==> src/rtl/event_stretch.sv <==
// Stretches single-cycle event strobes into fixed-length LED blinks separated by a
// guaranteed off gap; events arriving during a blink are queued and replayed.
module event_stretch #(
   parameter int unsigned ON_COUNT  = 5_000_000,
   parameter int unsigned OFF_COUNT = 2_500_000,
   parameter int unsigned PEND_W    = 4
) (
   input  logic              i_clk,
   input  logic              i_rstn,
   input  logic              i_event,
   input  logic              i_clr,
   output logic              o_led,
   output logic              o_busy,
   output logic [PEND_W-1:0] o_pending,
   output logic              o_overflow
);

   localparam int unsigned CNT_W = 32;
   localparam logic [CNT_W-1:0]  ON_LAST  = CNT_W'(ON_COUNT - 1);
   localparam logic [CNT_W-1:0]  OFF_LAST = CNT_W'(OFF_COUNT - 1);
   localparam logic [PEND_W-1:0] PEND_MAX = '1;

   localparam logic [1:0] S_IDLE = 2'd0;
   localparam logic [1:0] S_ON   = 2'd1;
   localparam logic [1:0] S_GAP  = 2'd2;

   logic [1:0]       state_q, state_d;
   logic [CNT_W-1:0] cnt_q, cnt_d;
   logic             led_q, led_d;
   logic             busy_q, busy_d;
   logic [PEND_W-1:0] pend_q, pend_d;
   logic             ovf_q, ovf_d;
   logic             on_last, gap_last;

   always_comb begin
      state_d  = state_q;
      cnt_d    = cnt_q;
      led_d    = led_q;
      busy_d   = busy_q;
      pend_d   = pend_q;
      ovf_d    = ovf_q;
      on_last  = (state_q == S_ON)  && (cnt_q == ON_LAST);
      gap_last = (state_q == S_GAP) && (cnt_q == OFF_LAST);

      // Queue events seen while busy; the last gap cycle is resolved below
      if (i_clr) begin
         pend_d = '0;
         ovf_d  = 1'b0;
      end else if (i_event && (state_q != S_IDLE) && !gap_last) begin
         if (pend_q == PEND_MAX) begin
            ovf_d = 1'b1;
         end else begin
            pend_d = pend_q + 1'b1;
         end
      end

      case (state_q)
         S_IDLE: begin
            if (i_event) begin
               state_d = S_ON;
               cnt_d   = '0;
               led_d   = 1'b1;
               busy_d  = 1'b1;
            end
         end
         S_ON: begin
            if (on_last) begin
               state_d = S_GAP;
               cnt_d   = '0;
               led_d   = 1'b0;
            end else begin
               cnt_d = cnt_q + 1'b1;
            end
         end
         S_GAP: begin
            if (gap_last) begin
               cnt_d = '0;
               // A concurrent event and a queued replay cancel, leaving pending unchanged
               if (!i_clr && ((pend_q != '0) || i_event)) begin
                  state_d = S_ON;
                  led_d   = 1'b1;
                  if ((pend_q != '0) && !i_event) begin
                     pend_d = pend_q - 1'b1;
                  end
               end else begin
                  state_d = S_IDLE;
                  busy_d  = 1'b0;
               end
            end else begin
               cnt_d = cnt_q + 1'b1;
            end
         end
         default: begin
            state_d = S_IDLE;
            cnt_d   = '0;
            led_d   = 1'b0;
            busy_d  = 1'b0;
         end
      endcase
   end

   always_ff @(posedge i_clk or negedge i_rstn) begin
      if (!i_rstn) begin
         state_q <= S_IDLE;
         cnt_q   <= '0;
         led_q   <= 1'b0;
         busy_q  <= 1'b0;
         pend_q  <= '0;
         ovf_q   <= 1'b0;
      end else begin
         state_q <= state_d;
         cnt_q   <= cnt_d;
         led_q   <= led_d;
         busy_q  <= busy_d;
         pend_q  <= pend_d;
         ovf_q   <= ovf_d;
      end
   end

   assign o_led      = led_q;
   assign o_busy     = busy_q;
   assign o_pending  = pend_q;
   assign o_overflow = ovf_q;

endmodule

==> config.mk <==
export PLATFORM = sky130hd
export DESIGN_NAME = event_stretch
export DESIGN_NICKNAME = d
export VERILOG_FILES = /design/src/rtl/event_stretch.sv
export SDC_FILE = /design/constraint.sdc
export NUM_CORES = 1
export LEC_CHECK = 0
export ABC_AREA = 0
export BUFFER_PORTS_ARGS = -buffer_cell sky130_fd_sc_hd__buf_2
export CORE_MARGIN = 5
export CORE_UTILIZATION = 60
export CTS_BUF_LIST = sky130_fd_sc_hd__clkbuf_4 sky130_fd_sc_hd__clkbuf_8 sky130_fd_sc_hd__clkbuf_16
export DETAILED_ROUTE_END_ITERATION = 7
export GPL_TIMING_DRIVEN = 0
export PLACE_DENSITY = 0.82
export SLEW_MARGIN = 20
export SYNTH_ARGS = -nofsm -noshare
export SYNTH_HDL_FRONTEND = slang
export SYNTH_SLANG_ARGS = --single-unit
export TNS_END_PERCENT = 1
==> constraint.sdc <==
create_clock -name i_clk -period 3.5 [get_ports i_clk]
set_input_delay 0.7 -clock i_clk [delete_from_list [all_inputs] [get_ports i_clk]]
set_output_delay 0.7 -clock i_clk [all_outputs]
set_load 0.02 [all_outputs]
==> out/qor.txt, run 1 <==
WP data arrival: 3.00 ns
Register bit total from synthesis: 41
PD cells: 531 nW/um^2
Post-synth EDFFs: 0
Post-Synthesis Cells: 295
Placed cell area: 2670 sq um
Top-count cell post-synth: dfrtp_1
Synth area leaders: dfrtp_1 (40%), nand2_1 (5.9%), nor2_1 (5.1%)
Unique cell type count in the Yosys netlist: 50
Rows: 23
Hold Crit Depth: 2
Root Buffer: clkbuf_8
Post-synth net total: 306
Layout cells sized above 1: 0.0990
Most used flip-flop cell after synthesis: dfrtp_1
DRT Pass-1 Iters: 4
Ant diodes: 0
CP Capture Point: o_pending[3]
CTS Buffer Depth: 2
Initial antenna violation count: 0
Hold bufs inserted after CTS: 0
GP Congestion: 0.871
Chip Height: 75.2 microns
Total number of vias: 2304
Syn Area/Cell: 8.65 sq um
Slew HR: 0.379
Hold Fails Final Rpt: 0
Setup-failing EPs final: 0
Iter 0 DRT Violations: 195
Min Hold Slack: 0.516 ns
Crit. End Element: register
H-tree depth: 2
Filler instances: 316
Crit-path max cell delay: 0.59 ns
Async set or reset register ratio after synthesis: 1.00
Register area share after synthesis: 0.402
Post-layout net count: 323
Worst-margin pin slew: 0.932 ns
Register area: 1030 sq um
Pleak: 0.00116 uW
Total setup buffers inserted after CTS: 0
Cell mode on critical path: nor4_1
GR Util All Layers: 0.220
Layout Skew: 0.00469 ns
Die width: 75.2 microns
Area growth syn-to-layout: 8.38%
Post-Route WL: 5730 microns
CP required: 3.67 ns
Ys Warns: 0
CTS sink cnt: 41
Crit path from: cnt_q[5]
Cell with the largest stage delay on the worst path: or4b_1
Fin area: 2770 sq um
I/O pin count: 11
First-pass GRT wire length: 9430 microns
Setup TNS Final: 0 ns
Final Max Slew Viols: 0
R2R Setup Slk: 0.67 ns
Status: complete, no violations
I/O Buffers: 10
Maximum fanout along the worst path: 7
Vias per inst: 6.35
Post-place setup slack: 0.724 ns
Vias in the first global route: 2074
Worst R2R Start: cnt_q[5]
Core area: 4060 sq um
CTS tree: built
Setup CP Type: register to register
Top post-synthesis cells by count: dfrtp_1 (41), nand2_1 (40), nor2_1 (35)
FF-to-FF path depth: 6
Startpoint Class: register
Critical-path cell list: or4b_1 > nor4_1 > nand4_1 > nor4_1 > mux2_2 > a2111oi_0
Min-Delay Path Class: register to register
Part of the cycle the worst path needs: 0.809
Reg-to-Reg End: o_pending[3]
Synthesized area: 2550 sq um
Initial Util: 0.629
Dpl hpwl: 4160 microns
Clk_lat worst skew: 0.29 ns
Share of the synthesized area in the top cell type: 0.402
Routed len/inst: 15.8 microns
RSZ-0062 raised after global routing: no
Footprint of the multi-input gates: 1420 sq um
DR DRC count: 0
Synth area leader: dfrtp_1
CTS resizes: 0
Setup ws final: 0.668 ns
Largest net degree at the start of global routing: 42
Worst vdd ir: 0.309 mV
Remaining antenna violation count: 0
Final Critical Period: 2.83 ns
Max-cap viol count: 0
Worst-path clk slew: 0.07 ns
Fmax: 353 MHz
TritonCTS buffer count: 5
Gr ovfl total: 0
Die footprint: 5660 sq um
-- power breakdown --
group | internal (uW) | switching [uW]
clock | 178 | 159
combinational | 212 | 374
sequential | 510 | 36.9
total | 900 | 569
-- layer usage --
layer / global-route usage / vias up / part of all wire
met5: 0 / - / 0
met4: 0.0816 / 0 / 0.016
met3: 0.0414 / 9 / 0.051
met2: 0.355 / 59 / 0.48
met1: 0.296 / 1121 / 0.45
li1: - / 1115 / -
-- metrics by stage --
stage,util,power (uW),instances
floorplan,-,991,295
global placement,0.657,1120,355
detailed placement,0.657,1140,355
CTS,0.682,1480,363
global route,0.682,1570,363
finish,0.682,1470,363
-- flip-flops by register name, summed over array words and instances, names as in the netlist --
signal      flops
cnt_q          32
o_busy          1
o_led           1
o_overflow      1
o_pending       4
state_q         2
-- how the worst min path moves through the flow --
stage | end | from | slack, ns
2_1_floorplan | cnt_q[0] | i_rstn | 0.40
3_3_place_gp | cnt_q[1] | cnt_q[1] | 0.49
3_5_place_dp | cnt_q[1] | cnt_q[1] | 0.51
5_1_grt | o_led | o_led | 0.56
6_report | cnt_q[1] | cnt_q[1] | 0.52
4_1_cts | cnt_q[1] | cnt_q[1] | 0.52
-- layout by cell type, fill, tap and decap left out, types with 2 or more instances in the layout --
cell      count
xor2_1        7
dfrtp_1      41
a31oi_1       4
nand3_1      19
nor3b_1       2
buf_2        13
nand4_1      19
or4_1         2
a21oi_1       4
inv_1        12
nand3b_1      3
buf_6         2
ha_1          7
o22ai_1       2
nor2_1       35
a22o_1        7
and3_1        4
xnor2_1       8
nor3_1       11
o21a_1        3
o31ai_1       2
and4_1        3
nand4b_1      2
o21ai_0       7
clkbuf_8      7
o311ai_0      2
clkbuf_1      7
nand2_1      40
nor4_1        9
and2_1        2
a21o_1        6
-- logic make-up (layout without fill, tap and decap cells) --
| kind of cell | after synthesis | after routing | synth area share |
|---|---|---|---|
| flip-flops | 41 | 41 | 0.402 |
| adder cells (fa/ha/maj) | 7 | 7 | 0.0343 |
| multiplexers | 2 | 2 | 0.00833 |
| AO/OA/AOI/OAI | 45 | 45 | 0.128 |
| AND/OR/NAND/NOR | 161 | 161 | 0.333 |
| buffers and inverters | 24 | 42 | 0.0426 |
| XOR/XNOR | 15 | 15 | 0.0515 |
-- final cells by class --
type | instances | area share
well taps | 50 | 0.0226
multi-input cells | 230 | 0.512
inverters | 12 | 0.0163
clock buffers | 7 | 0.0348
clock inverters | 1 | 0.00181
repair buffers | 10 | 0.0181
plain buffers | 12 | 0.0231
flip-flops and latches | 41 | 0.371
-- worst max-delay path, delay by kind of cell, from the launching register on --
| kind | cells | cell delay [ns] |
|---|---|---|
| AO/OA/AOI/OAI | 1 | 0.31 |
| flip-flops | 1 | 0.47 |
| multiplexers | 1 | 0.37 |
| AND/OR/NAND/NOR | 4 | 1.56 |
(Power assumes the default switching activity.)
==> inputs of run 2 (changes only) <==
--- a/config.mk
+++ b/config.mk
@@ -8,11 +8,11 @@
 export ABC_AREA = 0
 export BUFFER_PORTS_ARGS = -buffer_cell sky130_fd_sc_hd__buf_2
 export CORE_MARGIN = 5
-export CORE_UTILIZATION = 60
+export CORE_UTILIZATION = 55
 export CTS_BUF_LIST = sky130_fd_sc_hd__clkbuf_4 sky130_fd_sc_hd__clkbuf_8 sky130_fd_sc_hd__clkbuf_16
 export DETAILED_ROUTE_END_ITERATION = 7
 export GPL_TIMING_DRIVEN = 0
-export PLACE_DENSITY = 0.82
+export PLACE_DENSITY = 0.79
 export SLEW_MARGIN = 20
 export SYNTH_ARGS = -nofsm -noshare
 export SYNTH_HDL_FRONTEND = slang
==> constraint.sdc (replaced) <==
create_clock -name i_clk -period 2.6 [get_ports i_clk]
set_input_delay 0.52 -clock i_clk [delete_from_list [all_inputs] [get_ports i_clk]]
set_output_delay 0.52 -clock i_clk [all_outputs]
set_load 0.02 [all_outputs]
==> run 2 against run 1 <==
  * Register-to-register slack got worse by 0.58 ns
  * Utilization decreased by 4.0 points
  * First-iteration DRC count decreased by 4.6%
  * Worst hold slack got worse by 0.16 ns
  * Count of clock-buffer cells in the layout decreased by 1
  * Combinational power increased by 37%
  * Via count decreased by 1.3%
  * Final cell count increased by 1.1%
  * Die area increased by 7.9%
  * Critical path depth increased by 2
  * Final area increased by 2.4%
  * Clock power increased by 62%
  * Largest cell class unchanged
==> out/qor.txt, run 2 (synthesized netlist as in run 1, its figures left out) <==
Hold Fails Final Rpt: 0 (unchanged)
Area growth syn-to-layout: 11.0% (was 8.38%)
Routed len/inst: 15.4 microns (was 15.8 microns)
H-tree depth: 2 (unchanged)
Startpoint Class: register (unchanged)
Worst vdd ir: 0.431 mV (was 0.309 mV)
Met3 GRT Util: 0.0320 (was 0.0414)
CP required: 2.79 ns (was 3.67 ns)
Clk_lat worst skew: 0.30 ns (was 0.29 ns)
Layout cells sized above 1: 0.127 (was 0.0990)
Most common cell after layout, fill and taps aside: nand2_1 (was dfrtp_1)
CTS sink cnt: 41 (unchanged)
I/O Buffers: 10 (unchanged)
Dpl hpwl: 4040 microns (was 4160 microns)
Remaining antenna violation count: 0 (unchanged)
Gr ovfl total: 0 (unchanged)
Max reg flops: 32 (unchanged)
Final Max Slew Viols: 0 (unchanged)
Hold bufs inserted after CTS: 0 (unchanged)
Initial antenna violation count: 0 (unchanged)
WP data arrival: 2.70 ns (was 3.00 ns)
Crit path from: cnt_q[19] (was cnt_q[5])
Setup-failing EPs final: 0 (unchanged)
Chip Height: 78.1 microns (was 75.2 microns)
Ant diodes: 0 (unchanged)
Post-layout net count: 325 (was 323)
Iter 0 DRT Violations: 186 (was 195)
Final Critical Period: 2.51 ns (was 2.83 ns)
Placed cell area: 2670 sq um (about the same)
CTS Buffer Depth: 2 (unchanged)
Slew HR: 0.379 (about the same)
Post-Route WL: 5640 microns (was 5730 microns)
Global-route met2 utilization: 0.287 (was 0.355)
Pleak: 0.00118 uW (was 0.00116 uW)
Worst R2R Start: cnt_q[19] (was cnt_q[5])
Total power: 2080 uW (was 1470 uW)
Root Buffer: clkbuf_8 (unchanged)
PD cells: 735 nW/um^2 (was 531 nW/um^2)
Fin area: 2830 sq um (was 2770 sq um)
Total number of vias: 2273 (was 2304)
Crit. End Element: register (unchanged)
Worst-margin pin slew: 0.932 ns (about the same)
Rows: 24 (was 23)
Max-cap viol count: 0 (unchanged)
GP Congestion: 0.885 (was 0.871)
Die width: 78.1 microns (was 75.2 microns)
Min-Delay Path Class: primary input to asynchronous set/reset pin (was register to register)
I/O pin count: 11 (unchanged)
Setup CP Type: register to register (unchanged)
Core area: 4410 sq um (was 4060 sq um)
DR DRC count: 0 (unchanged)
CTS tree: built (unchanged)
Most Crowded Layer GR: met2 (unchanged)
Part of the cycle the worst path needs: 0.966 (was 0.809)
DRT Pass-1 Iters: 4 (unchanged)
RSZ-0062 raised after global routing: no (unchanged)
Fmax: 398 MHz (was 353 MHz)
GR Layer Usage met1: 0.280 (was 0.296)
R2R Setup Slk: 0.09 ns (was 0.67 ns)
TritonCTS buffer count: 5 (unchanged)
Layout Skew: 0.00917 ns (was 0.00469 ns)
Maximum fanout along the worst path: 10 (was 7)
Die footprint: 6100 sq um (was 5660 sq um)
GR Util All Layers: 0.191 (was 0.220)
Largest net degree at the start of global routing: 42 (unchanged)
Vias in the first global route: 2023 (was 2074)
Initial Util: 0.578 (was 0.629)
Worst-path clk slew: 0.09 ns (was 0.07 ns)
First-pass GRT wire length: 9500 microns (was 9430 microns)
Status: complete, no violations (unchanged)
Vias per inst: 6.19 (was 6.35)
Largest Register: cnt_q (unchanged)
Most frequent cells in the layout: nand2_1 (40), dfrtp_1 (39), nor2_1 (35) (was dfrtp_1 (41), nand2_1 (40), nor2_1 (35))
[run 2: worst max-delay path, stage by stage (launching register included)]
cell and delay [ns]:
dfrtp_2 0.45, or4b_1 0.57, or3_4 0.44, nor3_4 0.18, o22ai_2 0.16, buf_6 0.19, buf_6 0.14, a31oi_1 0.19
o31ai_1 0.09
[run 2: per-layer routing]
layer / vias to the layer above / wire, microns / part of all wire
met1: 1101 / 2650 / 0.47
met3: 7 / 266 / 0.047
met2: 48 / 2640 / 0.47
met4: 0 / 85 / 0.015
met5: - / 0 / 0
li1: 1117 / - / -
[run 2: timing repair]
item / in CTS / in global routing
resized for setup: 1 / 7
buffers inserted: 1 / 1
endpoints found under the hold margin: 0 / 0
pin swaps: 2 / 2
setup endpoints to repair: 19 / 18
[run 2: cell type report]
class,count,area (sq um)
well taps,52,65.1
clock inverters,2,37.5
flip-flops and latches,41,1030
clock buffers,6,82.6
multi-input cells,230,1450
inverters,12,45.0
fillers,375,1580
plain buffers,12,63.8
repair buffers,12,65.1
[run 2: path summary, 6_finish.rpt]
kind | end | cells past startpoint
max reg2reg | cnt_q[12] | 8
max in group asynchronous | cnt_q[5] | 1
max | cnt_q[12] | 8
min | cnt_q[31] | 1
min reg2reg | cnt_q[1] | 2
min in group i_clk | cnt_q[1] | 2
[run 2: per-stage QoR]
step	utilization	worst slack [ns]	setup TNS (ns)	hold WS (ns)	instances
2_1_floorplan	-	0.125	0	0.224	295
3_3_place_gp	0.604	-0.0981	-0.119	0.497	357
3_5_place_dp	0.604	-0.106	-0.588	0.507	357
4_1_cts	0.635	-0.101	-0.101	0.388	366
5_1_grt	0.642	0.00921	0	0.436	367
6_report	0.642	0.0883	0	0.354	367
[run 2: power breakdown]
group	switching [uW]	total (uW)	internal [uW]
Combinational	511	800	289
Sequential	49.9	736	686
Clock	235	547	312
